--- config.mk ---
export PLATFORM = sky130hd
export DESIGN_NAME = gpio_ctrl
export DESIGN_NICKNAME = d
export VERILOG_FILES = /design/src/rtl/gpio_pkg.sv /design/src/rtl/gpio_sync.sv /design/src/rtl/gpio_ctrl.sv
export SDC_FILE = /design/constraint.sdc
export NUM_CORES = 1
export LEC_CHECK = 0
export CORE_MARGIN = 5
export CORE_UTILIZATION = 35
export CTS_CLUSTER_SIZE = 20
export DETAILED_ROUTE_END_ITERATION = 10
export PLACE_DENSITY = 0.65
export SKIP_LAST_GASP = 1
export SYNTH_ARGS = -nofsm -noshare
export SYNTH_HDL_FRONTEND = slang
export SYNTH_SLANG_ARGS = --single-unit
--- constraint.sdc ---
create_clock -name clk -period 2.5 [get_ports clk]
set_input_delay 0.25 -clock clk [delete_from_list [all_inputs] [get_ports clk]]
set_output_delay 0.25 -clock clk [all_outputs]
set_load 0.005 [all_outputs]
--- src/rtl/gpio_pkg.sv ---
// Shared definitions for the GPIO controller: register map and byte-lane helpers.
package gpio_pkg;

  typedef enum logic [2:0] {
    REG_OUT      = 3'd0,
    REG_DIR      = 3'd1,
    REG_IN       = 3'd2,
    REG_SET      = 3'd3,
    REG_CLR      = 3'd4,
    REG_TGL      = 3'd5,
    REG_IRQ_EN   = 3'd6,
    REG_IRQ_STAT = 3'd7
  } gpio_reg_e;

  localparam logic [4:0] OFS_OUT      = 5'h00;
  localparam logic [4:0] OFS_DIR      = 5'h04;
  localparam logic [4:0] OFS_IN       = 5'h08;
  localparam logic [4:0] OFS_SET      = 5'h0C;
  localparam logic [4:0] OFS_CLR      = 5'h10;
  localparam logic [4:0] OFS_TGL      = 5'h14;
  localparam logic [4:0] OFS_IRQ_EN   = 5'h18;
  localparam logic [4:0] OFS_IRQ_STAT = 5'h1C;

  // Byte-lane enable that governs a given data bit.
  function automatic logic strobe_bit(input logic [3:0] strb, input logic [4:0] bit_idx);
    return strb[bit_idx[4:3]];
  endfunction

endpackage

--- src/rtl/gpio_sync.sv ---
// Multi-flop synchronizer for the asynchronous pin inputs.
module gpio_sync #(
  parameter int WIDTH       = 8,
  parameter int SYNC_STAGES = 2
) (
  input  logic             clk,
  input  logic             rst,
  input  logic [WIDTH-1:0] async_i,
  output logic [WIDTH-1:0] sync_o
);

  logic [WIDTH-1:0] stage_q [SYNC_STAGES];

  always_ff @(posedge clk) begin
    if (rst) begin
      for (int i = 0; i < SYNC_STAGES; i++) stage_q[i] <= '0;
    end else begin
      stage_q[0] <= async_i;
      for (int i = 1; i < SYNC_STAGES; i++) stage_q[i] <= stage_q[i-1];
    end
  end

  assign sync_o = stage_q[SYNC_STAGES-1];

endmodule

--- src/rtl/gpio_ctrl.sv ---
// Memory-mapped GPIO block: output/direction registers, set/clear/toggle
// aliases, synchronized inputs and rising-edge interrupts with W1C status.
module gpio_ctrl
  import gpio_pkg::*;
#(
  parameter int          WIDTH       = 8,
  parameter logic [31:0] BASE_ADDR   = 32'h1000_0000,
  parameter int          SYNC_STAGES = 2
) (
  input  logic             clk,
  input  logic             rst,
  input  logic [31:0]      addr,
  input  logic [31:0]      data_in,
  input  logic             rd_strobe,
  input  logic [3:0]       wr_strobe,
  output logic [31:0]      data_out,
  output logic             ack,
  input  logic [WIDTH-1:0] gpio_i,
  output logic [WIDTH-1:0] gpio_o,
  output logic [WIDTH-1:0] gpio_oe,
  output logic             irq
);

  logic [WIDTH-1:0] out_q, out_d;
  logic [WIDTH-1:0] dir_q, dir_d;
  logic [WIDTH-1:0] en_q, en_d;
  logic [WIDTH-1:0] stat_q, stat_d;
  logic [WIDTH-1:0] prev_q;
  logic             first_q;
  logic [31:0]      data_out_q;
  logic             ack_q;
  logic             irq_q;

  logic [WIDTH-1:0] sync_w;
  logic [WIDTH-1:0] edge_w;
  logic [WIDTH-1:0] wmask;
  logic [WIDTH-1:0] wdata;
  logic [31:0]      rd_val;
  logic             hit, rd_hit, wr_hit;
  gpio_reg_e        reg_idx;
  logic             unused_ok;

  gpio_sync #(
    .WIDTH      (WIDTH),
    .SYNC_STAGES(SYNC_STAGES)
  ) u_sync (
    .clk    (clk),
    .rst    (rst),
    .async_i(gpio_i),
    .sync_o (sync_w)
  );

  assign hit     = (addr[31:5] == BASE_ADDR[31:5]);
  assign rd_hit  = hit & rd_strobe;
  assign wr_hit  = hit & (|wr_strobe);
  assign reg_idx = gpio_reg_e'(addr[4:2]);

  // The first sample after reset has no valid predecessor.
  assign edge_w  = sync_w & ~prev_q & {WIDTH{~first_q}};

  always_comb begin
    wmask = '0;
    for (int i = 0; i < WIDTH; i++) wmask[i] = strobe_bit(wr_strobe, i[4:0]);
  end

  assign wdata = data_in[WIDTH-1:0] & wmask;

  always_comb begin
    rd_val = '0;
    case (reg_idx)
      REG_OUT:      rd_val[WIDTH-1:0] = out_q;
      REG_DIR:      rd_val[WIDTH-1:0] = dir_q;
      REG_IN:       rd_val[WIDTH-1:0] = sync_w;
      REG_IRQ_EN:   rd_val[WIDTH-1:0] = en_q;
      REG_IRQ_STAT: rd_val[WIDTH-1:0] = stat_q;
      default:      rd_val = '0;
    endcase
  end

  always_comb begin
    out_d  = out_q;
    dir_d  = dir_q;
    en_d   = en_q;
    stat_d = stat_q;
    if (wr_hit) begin
      case (reg_idx)
        REG_OUT:      out_d  = (out_q & ~wmask) | wdata;
        REG_DIR:      dir_d  = (dir_q & ~wmask) | wdata;
        REG_SET:      out_d  = out_q | wdata;
        REG_CLR:      out_d  = out_q & ~wdata;
        REG_TGL:      out_d  = out_q ^ wdata;
        REG_IRQ_EN:   en_d   = (en_q & ~wmask) | wdata;
        REG_IRQ_STAT: stat_d = stat_q & ~wdata;
        default:      ;
      endcase
    end
    // A new edge wins over a same-cycle clear.
    stat_d = stat_d | (edge_w & en_q);
  end

  always_ff @(posedge clk) begin
    if (rst) begin
      out_q      <= '0;
      dir_q      <= '0;
      en_q       <= '0;
      stat_q     <= '0;
      prev_q     <= '0;
      first_q    <= 1'b1;
      data_out_q <= '0;
      ack_q      <= 1'b0;
      irq_q      <= 1'b0;
    end else begin
      out_q   <= out_d;
      dir_q   <= dir_d;
      en_q    <= en_d;
      stat_q  <= stat_d;
      prev_q  <= sync_w;
      first_q <= 1'b0;
      ack_q   <= rd_hit | wr_hit;
      irq_q   <= |(stat_q & en_q);
      if (rd_hit) data_out_q <= rd_val;
    end
  end

  assign gpio_o    = out_q;
  assign gpio_oe   = dir_q;
  assign data_out  = data_out_q;
  assign ack       = ack_q;
  assign irq       = irq_q;
  assign unused_ok = ^{addr[1:0], data_in};

endmodule

== Word level (Yosys, flattened, before mapping) ==
Memories as Yosys holds them, arrays and structs flattened.
Cells that the tools add are included.

* Eq/ne operators: 8
* Muxes and demuxes: 9
* Bitwise logic cells: 25
* Reduce and logical (&&, ||, !) cells: 7

{| class="wikitable"
|+ Operators with widths
! operator !! number
|-
| AND 8 bit || 10
|-
| OR 8 bit || 5
|-
| one-hot mux 8 bit (5 select lines) || 1
|-
| two-way mux 8 bit || 4
|-
| one-hot mux 8 bit (4 select lines) || 1
|-
| equality test 27 x 24 -> 1 bit (second input constant) || 1
|-
| NOT 8 bit || 3
|-
| equality test 3 bit (second input constant) || 4
|-
| OR reduction 8 bit || 1
|-
| XOR 8 bit || 1
|-
| equality test 3 x 2 -> 1 bit (second input constant) || 2
|-
| AND reduction 2 bit || 3
|-
| nonzero test 4 bit || 1
|-
| OR reduction 4 bit || 1
|-
| equality test 3 x 1 -> 1 bit (second input constant) || 1
|-
| logical NOT 3 bit || 1
|-
| two-way mux 1 bit || 3
|-
| OR 1 bit || 3
|-
| AND 1 bit || 2
|-
| NOT 1 bit || 1
|}

* Flip-flop bits (word level): 51
* RAM bits: 16
* Input port bits: 79
* Output and inout port bits: 50
* Word-level logic and storage cells: 59
* Memories kept: 1

{| class="wikitable"
|+ Memories
! memory !! words !! width !! rd ports !! clocked after memory_dff !! wr ports !! RTL line !! source
|-
| u_sync.stage_q || 2 || 8 || 2 || 0 || 2 || gpio_sync.sv:12 || <nowiki>logic [WIDTH-1:0] stage_q [SYNC_STAGES];</nowiki>
|}

== Logic depth before layout (Yosys ltp) ==
Gate-level depths: netlist (run 1).

* Depth after elaboration: 6
* Mapped depth: 8
* Depth with buffers taken out: 6

== Modules after synthesis ==
From an unflattened synthesis (run 1), not the netlist that was laid out.

* Cell total of the unflattened synthesis: 387
* Area total of the unflattened synthesis: 3560.9 sq um

{| class="wikitable"
|+ Modules (own cells, without submodules)
! module !! times used !! cells an instance !! area an instance (sq um) !! sequential area each (sq um)
|-
| gpio_ctrl || 1 || 346 || 3036.7 || 1021.0
|-
| gpio_sync || 1 || 41 || 524.3 || 320.3
|}

== Worst setup path after synthesis (run 1) ==
No wires, ideal clock.

* Path kind: input to register
* Start: input port addr[7]
* End: register with a tool-made name
* Library setup time: 0.128 ns
* Arrival: 1.665 ns
* Data required time: 2.372 ns
* Path slack: 0.708 ns
* Stages on the path: 6
* Path buffers: 1
* Path through: nor4_2 -> nand4_2 -> or4_1 -> buf_2 -> mux2i_1 -> nor2_1

{| class="wikitable"
|+ RTL lines
! item !! RTL line !! source
|-
| start, declared || gpio_ctrl.sv:12 || <nowiki>input logic [31:0] addr,</nowiki>
|}

== Final worst setup path (run 1) ==
* Start: input port addr[4]
* End: register data_out_q[3] (netlist: data_out[3])

* Word-level cells in the longest chain between the ends: 2
* Elaborated cells on any way between the ends: 6
* Those cells by class: eq/ne: 4; mux: 1; reduce/logical: 1

{| class="wikitable"
|+ Ends and longest elaborated chain
! item !! RTL line !! source
|-
| equality test 3 bit, or another cell as far along || gpio_ctrl.sv:70 || <nowiki>case (reg_idx)</nowiki>
|-
| one-hot mux 8 bit (5 select lines) (*) || gpio_ctrl.sv:70 ||
|-
| end signal, assigned || gpio_ctrl.sv:121 || <nowiki>if (rd_hit) data_out_q <= rd_val;</nowiki>
|-
| end, declared || gpio_ctrl.sv:30 || <nowiki>logic [31:0] data_out_q;</nowiki>
|}

Every way passes the cells marked *; elsewhere a longest branch is shown, timed or not.
A chain may end at the register's enable or synchronous reset.

==> results list, run 1 <==
- Avg WL per Cell: 16.0 µm
* Number of I/O pins: approximately 130
* Detailed-route via count: slightly below 3000
* Post-CTS Setup Inserts: 0
- The longest clock path from root to sink contains 2 buffers.
* Crit Path Max Fanout: 11
* Hold slack final: approximately 0.32 ns
* Clk sink count: 67
- Sequential element share of the synthesized area: approximately two fifths
* CTS hold repair buffers: 0
- The clock arrives with between 0.007 and 0.008 ns of skew.
- After synthesis the netlist holds a flip-flop and latch count of 67.
- The run finished with clean final reports.
* Total CTS buffers: 9
* Area of the multi-input gates: between 0.0015 and 0.002 mm²
- The portion of synthesized area spent on multiplexers is around 12%.
- Total wire length: 9090 µm
- Maximum resistive drop on vdd: between 0.4 and 0.5 mV
- The number of antenna diodes in the final layout is 0.
- Number of warnings printed during yosys synthesis: 0
- Setup violations remaining at the end of the flow were counted as 0.
* Netlist area before placement: 0.00331 mm²
* Final Hold Violating Endpoints: 0
- For the worst setup path, the data required time is 2.73 ns.
- Power, Total: between 2 and 2.5 mW
- Family with the most delay on the worst path: buffers and inverters
- Number of detailed-route iterations in the first pass: 5
- Synthesized area per cell: 9.44 µm²
* Accumulated negative setup slack: 0 ns
- The first global-routing pass estimated 14300 µm of wire.
* Area Overhead vs Synth: 34.3%
- The die is 107 µm tall.
- Kind of start point of the critical path: input port
- After detailed placement, the design holds a cell count of 552.
* Via count normalized by instance count: between 5 and 6
* Fmax: 0.521 GHz
- The sequential cells in the finished layout cover a total of between 0.001 and 0.0015 mm².
* Simple-gate share of the synthesized area: 18.8%
- The tree is rooted in a clkbuf_8.
- Peak per-stage delay on the critical path: a little under 0.8 ns
- Global routing used between 10% and 20% of the available tracks across all layers.
- Main combinational cell family by area after synthesis: simple AND/OR/NAND/NOR gates
- Once placement finished, the instance area stood at 0.00423 mm².
* Final nets: between 500 and 600
- The synthesized netlist contains 38 unique library cells.
* RD Place Congestion: 0.820
* Max_slew headroom: around 65%
* Half-perimeter wire length after detailed placement: 6700 µm
- Pwr dens: 524 mW/mm²
* Slew of the pin with the lowest slew margin: around 0.52 ns
- Die width: 107 µm
* Max-slew violation count: 0
- Counting the fill cells in the layout gives between 800 and 900.
* Crit path cell chain: clkdlybuf4s50_1 > buf_4 > mux2_2 > a221oi_1 > a21oi_1 > mux2i_1 > nor2_1
* Number of DRC markers after the initial detailed-route iteration: 154
- Period utilization: ~77%
- Die outline area: 0.0115 mm²
- TritonCTS built the clock tree.
- Std cell rows: 35
* Antenna-violating nets left: 0
- After synthesis, the share of flip-flops with an asynchronous set or reset is 0%.
* Worst Path Class, Setup: in2reg
- Clock network latency to the later pin of the worst-skew pair: between 0.3 and 0.4 ns
* Fraction of final layout cells sized beyond drive strength 1: 11.8%
* Cell area after layout: 0.00445 mm²
- The worst path in the final design needs a cycle of 1.92 ns, including I/O delays and setup.
* GR Overflow Total: 0
- The slowest stage of the critical path belongs to the cell clkdlybuf4s50_1.
* Port Buffers: 78
- The initial utilization of the core area, before any placement, comes to 35.9%.
- Synthesis produced approximately 350 cells.
* DRC errors left: 0
- Data on the critical path arrives at its endpoint at 2.15 ns.
- Worst-path clk slew: approximately 0.07 ns
- Entering global routing, the biggest net connects 76 pins.
* Core outline area: approximately 0.0092 mm²
- Excluding fillers, the count of instances in the completed layout stands at about 570.
- Setup repair after global routing left no endpoint under its margin.
- Critical path capture point type: flop
- Via count of the first global-routing pass: ~2800
- Min-Delay Path Class: in2reg
- The H-tree generated during clock tree synthesis spans 3 levels.
* Max-cap violation count: 0
- Synthesized-area fraction occupied by xor and xnor cells: 0%
* Synthesized-area fraction occupied by adder cells: under 10%
* Bufs and invs on worst path: 2
* Antenna violations before repair: 0
* Reported leakage power: 1.68 nW
- The synthesized netlist devotes 16.2% of its cell area to compound gates.
- Dominant register cell in the synthesized netlist: dfxtp_1
- After clock tree synthesis, the repair step resized 0 gates.
- In this run, synthesis inferred 0 flip-flops with an integrated enable.
==> metal layers <==
layer | up-vias | GRT usage, % | wire [µm]
li1 | 1398 | - | -
met1 | 1355 | 19.7 | 3810
met2 | 135 | 26.3 | 4210
met3 | 7 | 5.88 | 991
met4 | 0 | 4.11 | 77
met5 | - | 0 | 0
==> report_power, final <==
group,switching [mW],leakage (nW),total (mW),internal [mW]
sequential,0.0101,0.544,1.09,1.08
clock,0.418,0.106,0.981,0.563
combinational,0.124,1.03,0.258,0.134
==> cells in the final DEF (no fill, tap or decap), types with 2 or more instances in the layout <==
| cell type | netlist | routed |
|---|---|---|
| a211o_1 | 8 | 8 |
| a211oi_1 | 8 | 8 |
| a21oi_1 | 7 | 7 |
| a221oi_1 | 17 | 17 |
| a22oi_1 | 11 | 11 |
| a31oi_1 | 14 | 14 |
| and4_1 | 2 | 2 |
| buf_12 | 0 | 3 |
| buf_4 | 27 | 16 |
| bufinv_16 | 0 | 2 |
| clkbuf_8 | 0 | 9 |
| clkdlybuf4s50_1 | 0 | 77 |
| clkinv_4 | 0 | 2 |
| conb_1 | 1 | 24 |
| dfxtp_1 | 67 | 67 |
| ha_1 | 8 | 8 |
| inv_1 | 2 | 2 |
| mux2_2 | 8 | 8 |
| mux2i_1 | 32 | 32 |
| nand2_1 | 18 | 18 |
| nand2b_1 | 8 | 8 |
| nor2_1 | 37 | 37 |
| nor2b_1 | 25 | 25 |
| nor4_1 | 2 | 2 |
| nor4_2 | 3 | 3 |
| nor4_4 | 2 | 2 |
| o21ai_0 | 9 | 9 |
| or4_1 | 2 | 2 |
==> cell families (layout without fill, tap and decap cells) <==
family          Yosys count  in the layout
compound gates           75             75
fa+ha+maj                 8              8
buf+inv                  51            116
flops                    67             67
mux                      40             40
other cells               1             24
simple gates            109            109
==> path summary, 6_finish.rpt <==
path                              startpoint                          endpoint  slack (ns)  cells after the start
min                                      rst                   first_q$_DFF_P_        0.32                      2
max                                  addr[4]          data_out[3]$_SDFFE_PP0P_        0.58                      7
min reg2reg  u_sync.stage_q[0][3]$_SDFF_PP0_  u_sync.stage_q[0][11]$_SDFF_PP0_        0.44                      1
max reg2reg           gpio_o[7]$_SDFFE_PP0P_            gpio_o[7]$_SDFFE_PP0P_        1.10                      5
==> stage by stage <==
stage	utilization [%]	worst slack, ns
floorplan	-	0.708
global placement	45.8	0.263
detailed placement	45.8	0.219
CTS	48.2	0.595
global route	48.2	0.450
finish	48.2	0.580
==> Yosys cell counts, types with 9 or more instances <==
| master | number | area [µm²] |
|---|---|---|
| dfxtp_1 | 67 | 1340 |
| nor2_1 | 37 | 139 |
| mux2i_1 | 32 | 320 |
| buf_4 | 27 | 203 |
| nor2b_1 | 25 | 156 |
| nand2_1 | 18 | 67.6 |
| a221oi_1 | 17 | 149 |
| clkbuf_1 | 17 | 63.8 |
| a31oi_1 | 14 | 87.6 |
| a22oi_1 | 11 | 82.6 |
| o21ai_0 | 9 | 45.0 |
==> layout make-up <==
cell class | instances | share of cell area, %
multi-input combinational | 256 | 39.6
sequential | 67 | 30.1
clock buffer | 10 | 2.87
timing repair buffer | 97 | 21.5
clock inverter | 6 | 2.02
inverter | 3 | 0.309
tap | 129 | 3.63
(Power assumes the default switching activity.)
==> inputs of run 2 (changes only) <==
==> constraint.sdc (replaced) <==
create_clock -name clk -period 1.93 [get_ports clk]
set_input_delay 0.193 -clock clk [delete_from_list [all_inputs] [get_ports clk]]
set_output_delay 0.193 -clock clk [all_outputs]
set_load 0.005 [all_outputs]
==> results list, run 2 (same netlist as run 1, synthesis figures left out) <==
- Pin count of the biggest net entering global routing: 76 (unchanged)
* Antenna violations before repair: 0 (unchanged)
* Wire length of the first global-routing pass: 14800 µm (+3.3%)
* Overall fraction of global-route tracks in use: 16.5% (+0.59 points)
- Setup repair after global routing left no endpoint under its margin.
- Worst Path Class, Setup: in2reg
- The detailed-placement wirelength estimate was 7110 µm (+6.1%).
- The part of the total power dissipated in the clock network was 37.2% (-4.9 points).
* Antenna-violating nets left: 0 (unchanged)
- Total wire length: 9530 µm (+4.8%)
- The count of hold-fix buffers inserted at cts came to 0 (unchanged).
- STA classifies the critical path endpoint as a flop.
* Number of detailed-route iterations in the first pass: 4 (-1)
- Depth of the worst hold-timing path: 2 (unchanged)
* DRC errors left: 0 (unchanged)
- The max capacitance violation total came to 0 (unchanged).
- TritonCTS clock tree: built
* Critical Path RT: 2.16 ns (-0.57 ns)
- Pwr dens: 618 mW/mm² (+18%)
* Die width: 107 µm (unchanged)
- The number of antenna repair diodes came to 0 (unchanged).
* Leading cell type in the layout, fill and taps excluded: clkdlybuf4s50_1
- The mean number of vias per cell was 5.08 (-0.26%).
- Fraction of final layout cells sized beyond drive strength 1: 15.8% (+3.9 points)
- Worst-path clk slew: 0.08 ns (about the same)
* Number of filler instances in the final layout: 865 (-2.6%)
* Kind of start point of the critical path: input port
- The number of top-level pins was 129 (unchanged).
- The combinational group share of total power is 13.1% (+2.0 points).
* Worst path arrival time: 2.05 ns (-0.10 ns)
* Accumulated negative setup slack: 0 ns (unchanged)
- The leakage power figure is 1.77 nW (+5.2%).
* Crit Path Max Fanout: 8 (-3)
- The final worst clock skew was 0.0103 ns (+0.00258 ns).
* Combined flip-flop and latch cell area: 0.00134 mm² (unchanged)
- Worst Hold End: first_q$_DFF_P_
* Total CTS buffers: 9 (unchanged)
* Port Buffers: 78 (unchanged)
- The leftover overflow at the end of global routing is 0 (unchanged).
- CTS Root Buffer Type: clkbuf_8
- Top library cells by usage in the layout, fill and taps aside: 77 x clkdlybuf4s50_1, 67 x dfxtp_1, 37 x nor2_1, 32 x mux2i_1, 30 x buf_4
- The violation count after the first detailed-routing iteration came to 263 (+71%).
- Derived from the worst setup path, the maximum achievable clock frequency is 0.549 GHz.
- The routed wirelength normalized by instance count is 16.3 µm (+1.6%).
- The startpoint identified for the worst register-to-register timing path is gpio_o[7]$_SDFFE_PP0P_.
- The internal cell power is 2.08 mW (+17%).
- The highest ir drop seen on vdd is 0.418 mV (+0.44%).
- Min-Delay Path Class: in2reg
* Buffer depth of the longest clock path: 2 (unchanged)
- The routed design could run at a clock period as short as ~1.8 ns.
- Power, Total: 2.84 mW (+22%)
* Register-to-Register Setup Slack: 0.58 ns (-0.52 ns)
* Max-slew violation count: 0 (unchanged)
- The initial core utilization is 35.9% (unchanged).
- Area of the multi-input gates: 0.00177 mm² (+0.36%)
- Height of the die: 107 µm (unchanged)
- RD Place Congestion: 0.849 (+3.6%)
* Die outline area: 0.0115 mm² (unchanged)
* Detailed-route via count: 2979 (+2.9%)
- Result of the run: finished clean
* Hold Startpoint: rst
- Terminus of the critical flop-to-flop path: gpio_o[7]$_SDFFE_PP0P_
- In the finished design, the share of the clock period the worst path needs comes to a little over nine tenths.
- Area Overhead vs Synth: 38.8%
- The core box area came to 0.00924 mm² (unchanged).
- Final Hold Violating Endpoints: 0 (unchanged)
- The number of setup buffers added after CTS was 0 (unchanged).
* # setup viols final: 0 (unchanged)
- Std cell rows: 35 (unchanged)
* Final nets: 539 (+3.5%)
- Via count of the first global-routing pass: 2917 (+4.1%)
* Total net switching power: 0.767 mW (+39%)
- The switching part of the total was 27.0% (+3.3 points).
* Clk sink count: 67 (unchanged)
- Relative contribution of sequential cells to total power: 49.7% (+2.8 points)
- The clock latency of the later-clocked register in the worst-skew pair was 0.34 ns (about the same).
* Depth of the most critical reg-to-reg path: 5 (unchanged)
- The depth of the CTS H-tree was 3 (unchanged).
run 2: metrics by stage:
| step | instance area [µm²] | util, % | hold WS (ns) | instances | worst slack [ns] |
|---|---|---|---|---|---|
| 4_1_cts | 4600 | 49.7 | 0.248 | 586 | 0.119 |
| 3_5_place_dp | 4420 | 47.8 | 0.425 | 570 | -0.253 |
| 5_1_grt | 4600 | 49.8 | 0.257 | 586 | 0.0110 |
| 3_3_place_gp | 4420 | 47.8 | 0.416 | 570 | -0.216 |
| 6_report | 4600 | 49.8 | 0.283 | 586 | 0.107 |
| 2_1_floorplan | 3400 | - | 0.221 | 374 | 0.195 |
run 2: what timing repair did:
action                                 CTS  global route
gates resized for setup                  0             1
setup endpoints to repair                0             1
endpoints found under the hold margin    0             0
run 2: power groups by stage:
stage | Combinational (mW) | Clock, mW | Sequential, mW
floorplan | 0.196 | 0 | 1.44
global placement | 0.363 | 0 | 1.45
detailed placement | 0.368 | 0 | 1.45
CTS | 0.370 | 1.09 | 1.41
global route | 0.403 | 1.16 | 1.42
finish | 0.372 | 1.06 | 1.42
run 2: how the worst max path moves through the flow:
stage | to | from
floorplan | flop | addr[7]
global placement | flop | addr[21]
detailed placement | flop | addr[23]
CTS | flop | addr[23]
global route | flop | addr[23]
finish | flop | addr[23]
run 2: cell type report:
class / instances / area share, %
clock inverters: 7 / 1.17
multi-input cells: 256 / 38.4
clock buffers: 9 / 2.69
inverters: 3 / 0.299
well taps: 129 / 3.51
repair buffers: 115 / 24.8
flip-flops and latches: 67 / 29.1
run 2: per-layer routing:
metal | global-route usage [%] | vias up | share of wire, %
met2 | 26.6 | 146 | 45
met5 | 0 | - | 0
met3 | 4.98 | 17 | 10
li1 | - | 1425 | -
met1 | 19.7 | 1391 | 42
met4 | 9.04 | 0 | 2.7
run 2: critical path, cell delays in order:
cell             delay, ns
clkdlybuf4s50_1       0.41
nor4_2                0.32
nand4_2               0.15
or4_1                 0.53
buf_4                 0.20
mux2i_1               0.17
nor2_1                0.06
==> inputs of run 3 (changes only) <==
--- a/config.mk
+++ b/config.mk
@@ -5,12 +5,12 @@
 export SDC_FILE = /design/constraint.sdc
 export NUM_CORES = 1
 export LEC_CHECK = 0
-export CORE_MARGIN = 5
 export CORE_UTILIZATION = 35
 export CTS_CLUSTER_SIZE = 20
 export DETAILED_ROUTE_END_ITERATION = 10
 export PLACE_DENSITY = 0.65
 export SKIP_LAST_GASP = 1
+export SLEW_MARGIN = 40
 export SYNTH_ARGS = -nofsm -noshare
 export SYNTH_HDL_FRONTEND = slang
 export SYNTH_SLANG_ARGS = --single-unit
==> results list, run 3 (same netlist as run 1, synthesis figures left out) <==
- The global-route wire length before repair is 14000 µm (-5.0%).
- Setup clock skew after layout: 0.00803 ns (-0.00231 ns)
* Overall fraction of global-route tracks in use: 18.6% (+2.1 points)
- The number of buffers created by CTS is 9 (unchanged).
- The critical path goes through clkdlybuf4s50_1 > nor4_2 > nand4_2 > or4_1 > buf_4 > mux2i_1 > nor2_1.
- The setup total negative slack was 0 ns (unchanged).
- Max-slew violation count: 0 (unchanged)
* Avg WL per Cell: 16.3 µm (+0.56%)
* Std cell rows: 35 (unchanged)
- Critical Path RT: 2.15 ns (about the same)
- The number of gates given a new drive strength after cts came to 0 (unchanged).
* Height of the die: 99.3 µm (-7.5%)
* CTS hold repair buffers: 0 (unchanged)
- Maximum resistive drop on vdd: 0.440 mV (+5.3%)
- The fraction of the cycle the final worst path needs is 94.7% (+0.22 points).
* Antenna violations before repair: 0 (unchanged)
- The number of setup buffers added after CTS was 0 (unchanged).
- In the layout the commonest cells are 77 x clkdlybuf4s50_1, 67 x dfxtp_1, 37 x nor2_1, 32 x mux2i_1.
- The final antenna-violating net count was 0 (unchanged).
* Max-cap violation count: 0 (unchanged)
* Pin count of the biggest net entering global routing: 28 (-63%)
- The flow ran to the end, and the final reports show no timing, DRC or antenna violations.
- Final nets: 534 (-0.93%)
* Worst setup path start: addr[7]
- The number of antenna repair diodes was 0 (unchanged).
* Post-layout utilization of the core: 49.8% (about the same)
- Family with the most delay on the worst path: simple AND/OR/NAND/NOR gates
- The maximum fanout along the worst path was 8 (unchanged).
- The depth of the CTS H-tree is 3 (unchanged).
- The count of buffering cells on the critical path with inverters included is 2 (unchanged).
- Number of I/O pins: 129 (unchanged)
* Dpl cells: 547 (-4.0%)
- Compared with the post-synthesis result, the final layout area differs by 38.1%.
- The maximum number of buffers from clock root to sink was 2 (unchanged).
- The worst stage delay on the critical path was 0.52 ns (about the same).
- The worst path arrival time came to 2.04 ns (about the same).
- Total wire length: 9200 µm (-3.4%)
* Leading cell type in the layout, fill and taps excluded: clkdlybuf4s50_1
* RD Place Congestion: 0.806 (-5.1%)
- Core outline area: 0.00920 mm² (-0.47%)
- The minimum clock period after layout came to 1.83 ns (+0.00422 ns).
* Final Hold Violating Endpoints: 0 (unchanged)
- The leftover overflow at the end of global routing came to 0 (unchanged).
- STA classifies the critical path endpoint as a flop.
* Unrepaired setup endpoints after global routing: no
- Standard cell with the maximum stage delay on the critical path: or4_1
- The worst hold path belongs to the class in2reg.
* Fraction of final layout cells sized beyond drive strength 1: 14.2% (-1.6 points)
* Worst-path clk slew: 0.07 ns (about the same)
- Reported leakage power: 1.76 nW (-0.36%)
* Die width: 99.3 µm (-7.5%)
* Half-perimeter wire length after detailed placement: 6640 µm (-6.6%)
* CTS Root Buffer Type: clkbuf_8
- The post-layout instance count excluding filler cells came to 563 (-3.9%).
* Port Buffers: 78 (unchanged)
* Die outline area: 0.00986 mm² (-14%)
- Detailed-route via count: 3000 (+0.70%)
* Number of detailed-route iterations in the first pass: 5 (+1)
* Kind of start point of the critical path: input port
- Via count normalized by instance count: 5.33 (+4.8%)
- TritonCTS clock tree: built
- Origin of the critical flop-to-flop path: gpio_o[1]$_SDFFE_PP0P_
- Hold Startpoint: rst
- DRC errors left: 0 (unchanged)
- Fmax: 0.547 GHz (-0.23%)
- Via count of the first global-routing pass: 2792 (-4.3%)
- The clock latency of the later-clocked register in the worst-skew pair was 0.34 ns (about the same).
- The total of endpoints with negative setup slack in the final report came to 0 (unchanged).
- Worst Path Class, Setup: in2reg
- The number of sinks driven by the clock tree was 67 (unchanged).
* Number of DRC markers after the initial detailed-route iteration: 255 (-3.0%)
- The power density normalized to cell area was 670 mW/mm² (+8.5%).
- Initial core utilization: 36.0% (+0.17 points)
## run 3: changes by cell type in the layout (fill, tap and decap cells not counted)
| cell | change |
|---|---|
| clkinv_2 | -1 |
| clkinv_4 | -3 |
| nor4_2 | -1 |
| buf_4 | -5 |
| clkbuf_8 | +1 |
| bufinv_16 | +2 |
| clkbuf_1 | +2 |
| inv_6 | -1 |
| nor4_1 | +1 |
## run 3: layout make-up
type | count | area, µm²
clock buffers | 12 | 145
repair buffers | 110 | 1100
inverters | 3 | 13.8
fillers | 867 | 4620
clock inverters | 4 | 73.8
multi-input cells | 256 | 1760
well taps | 111 | 139
flip-flops and latches | 67 | 1340
## run 3: where the power goes
group / switching (mW) / internal (mW) / leakage (nW)
Combinational: 0.171 / 0.194 / 1.11
Sequential: 0.0126 / 1.40 / 0.544
Clock: 0.523 / 0.764 / 0.111
## run 3: routing by layer
metal / wire length [µm] / up-vias / track usage (%) / part of all wire (%)
met1: 3860 / 1411 / 22.3 / 42
met3: 849 / 14 / 4.92 / 9.2
li1: - / 1419 / - / -
met4: 168 / 0 / 7.47 / 1.8
met2: 4320 / 156 / 31.8 / 47
met5: 0 / - / 0 / 0
## run 3: metrics by stage
stage | setup slack (ns) | cell area, µm² | total power, mW | hold WS [ns]
floorplan | 0.195 | 3400 | 1.64 | 0.221
global placement | -0.233 | 4360 | 1.80 | 0.418
detailed placement | -0.270 | 4360 | 1.81 | 0.424
CTS | 0.0898 | 4580 | 3.10 | 0.267
global route | 0.00937 | 4580 | 3.19 | 0.297
finish | 0.103 | 4580 | 3.07 | 0.279
## run 3: worst paths after layout
path	to	slack (ns)	depth (start not counted)
max	flop	0.10	7
min reg2reg	u_sync.stage_q[0][15]$_SDFF_PP0_	0.44	1
max reg2reg	gpio_o[1]$_SDFFE_PP0P_	0.54	5
min	flop	0.28	2
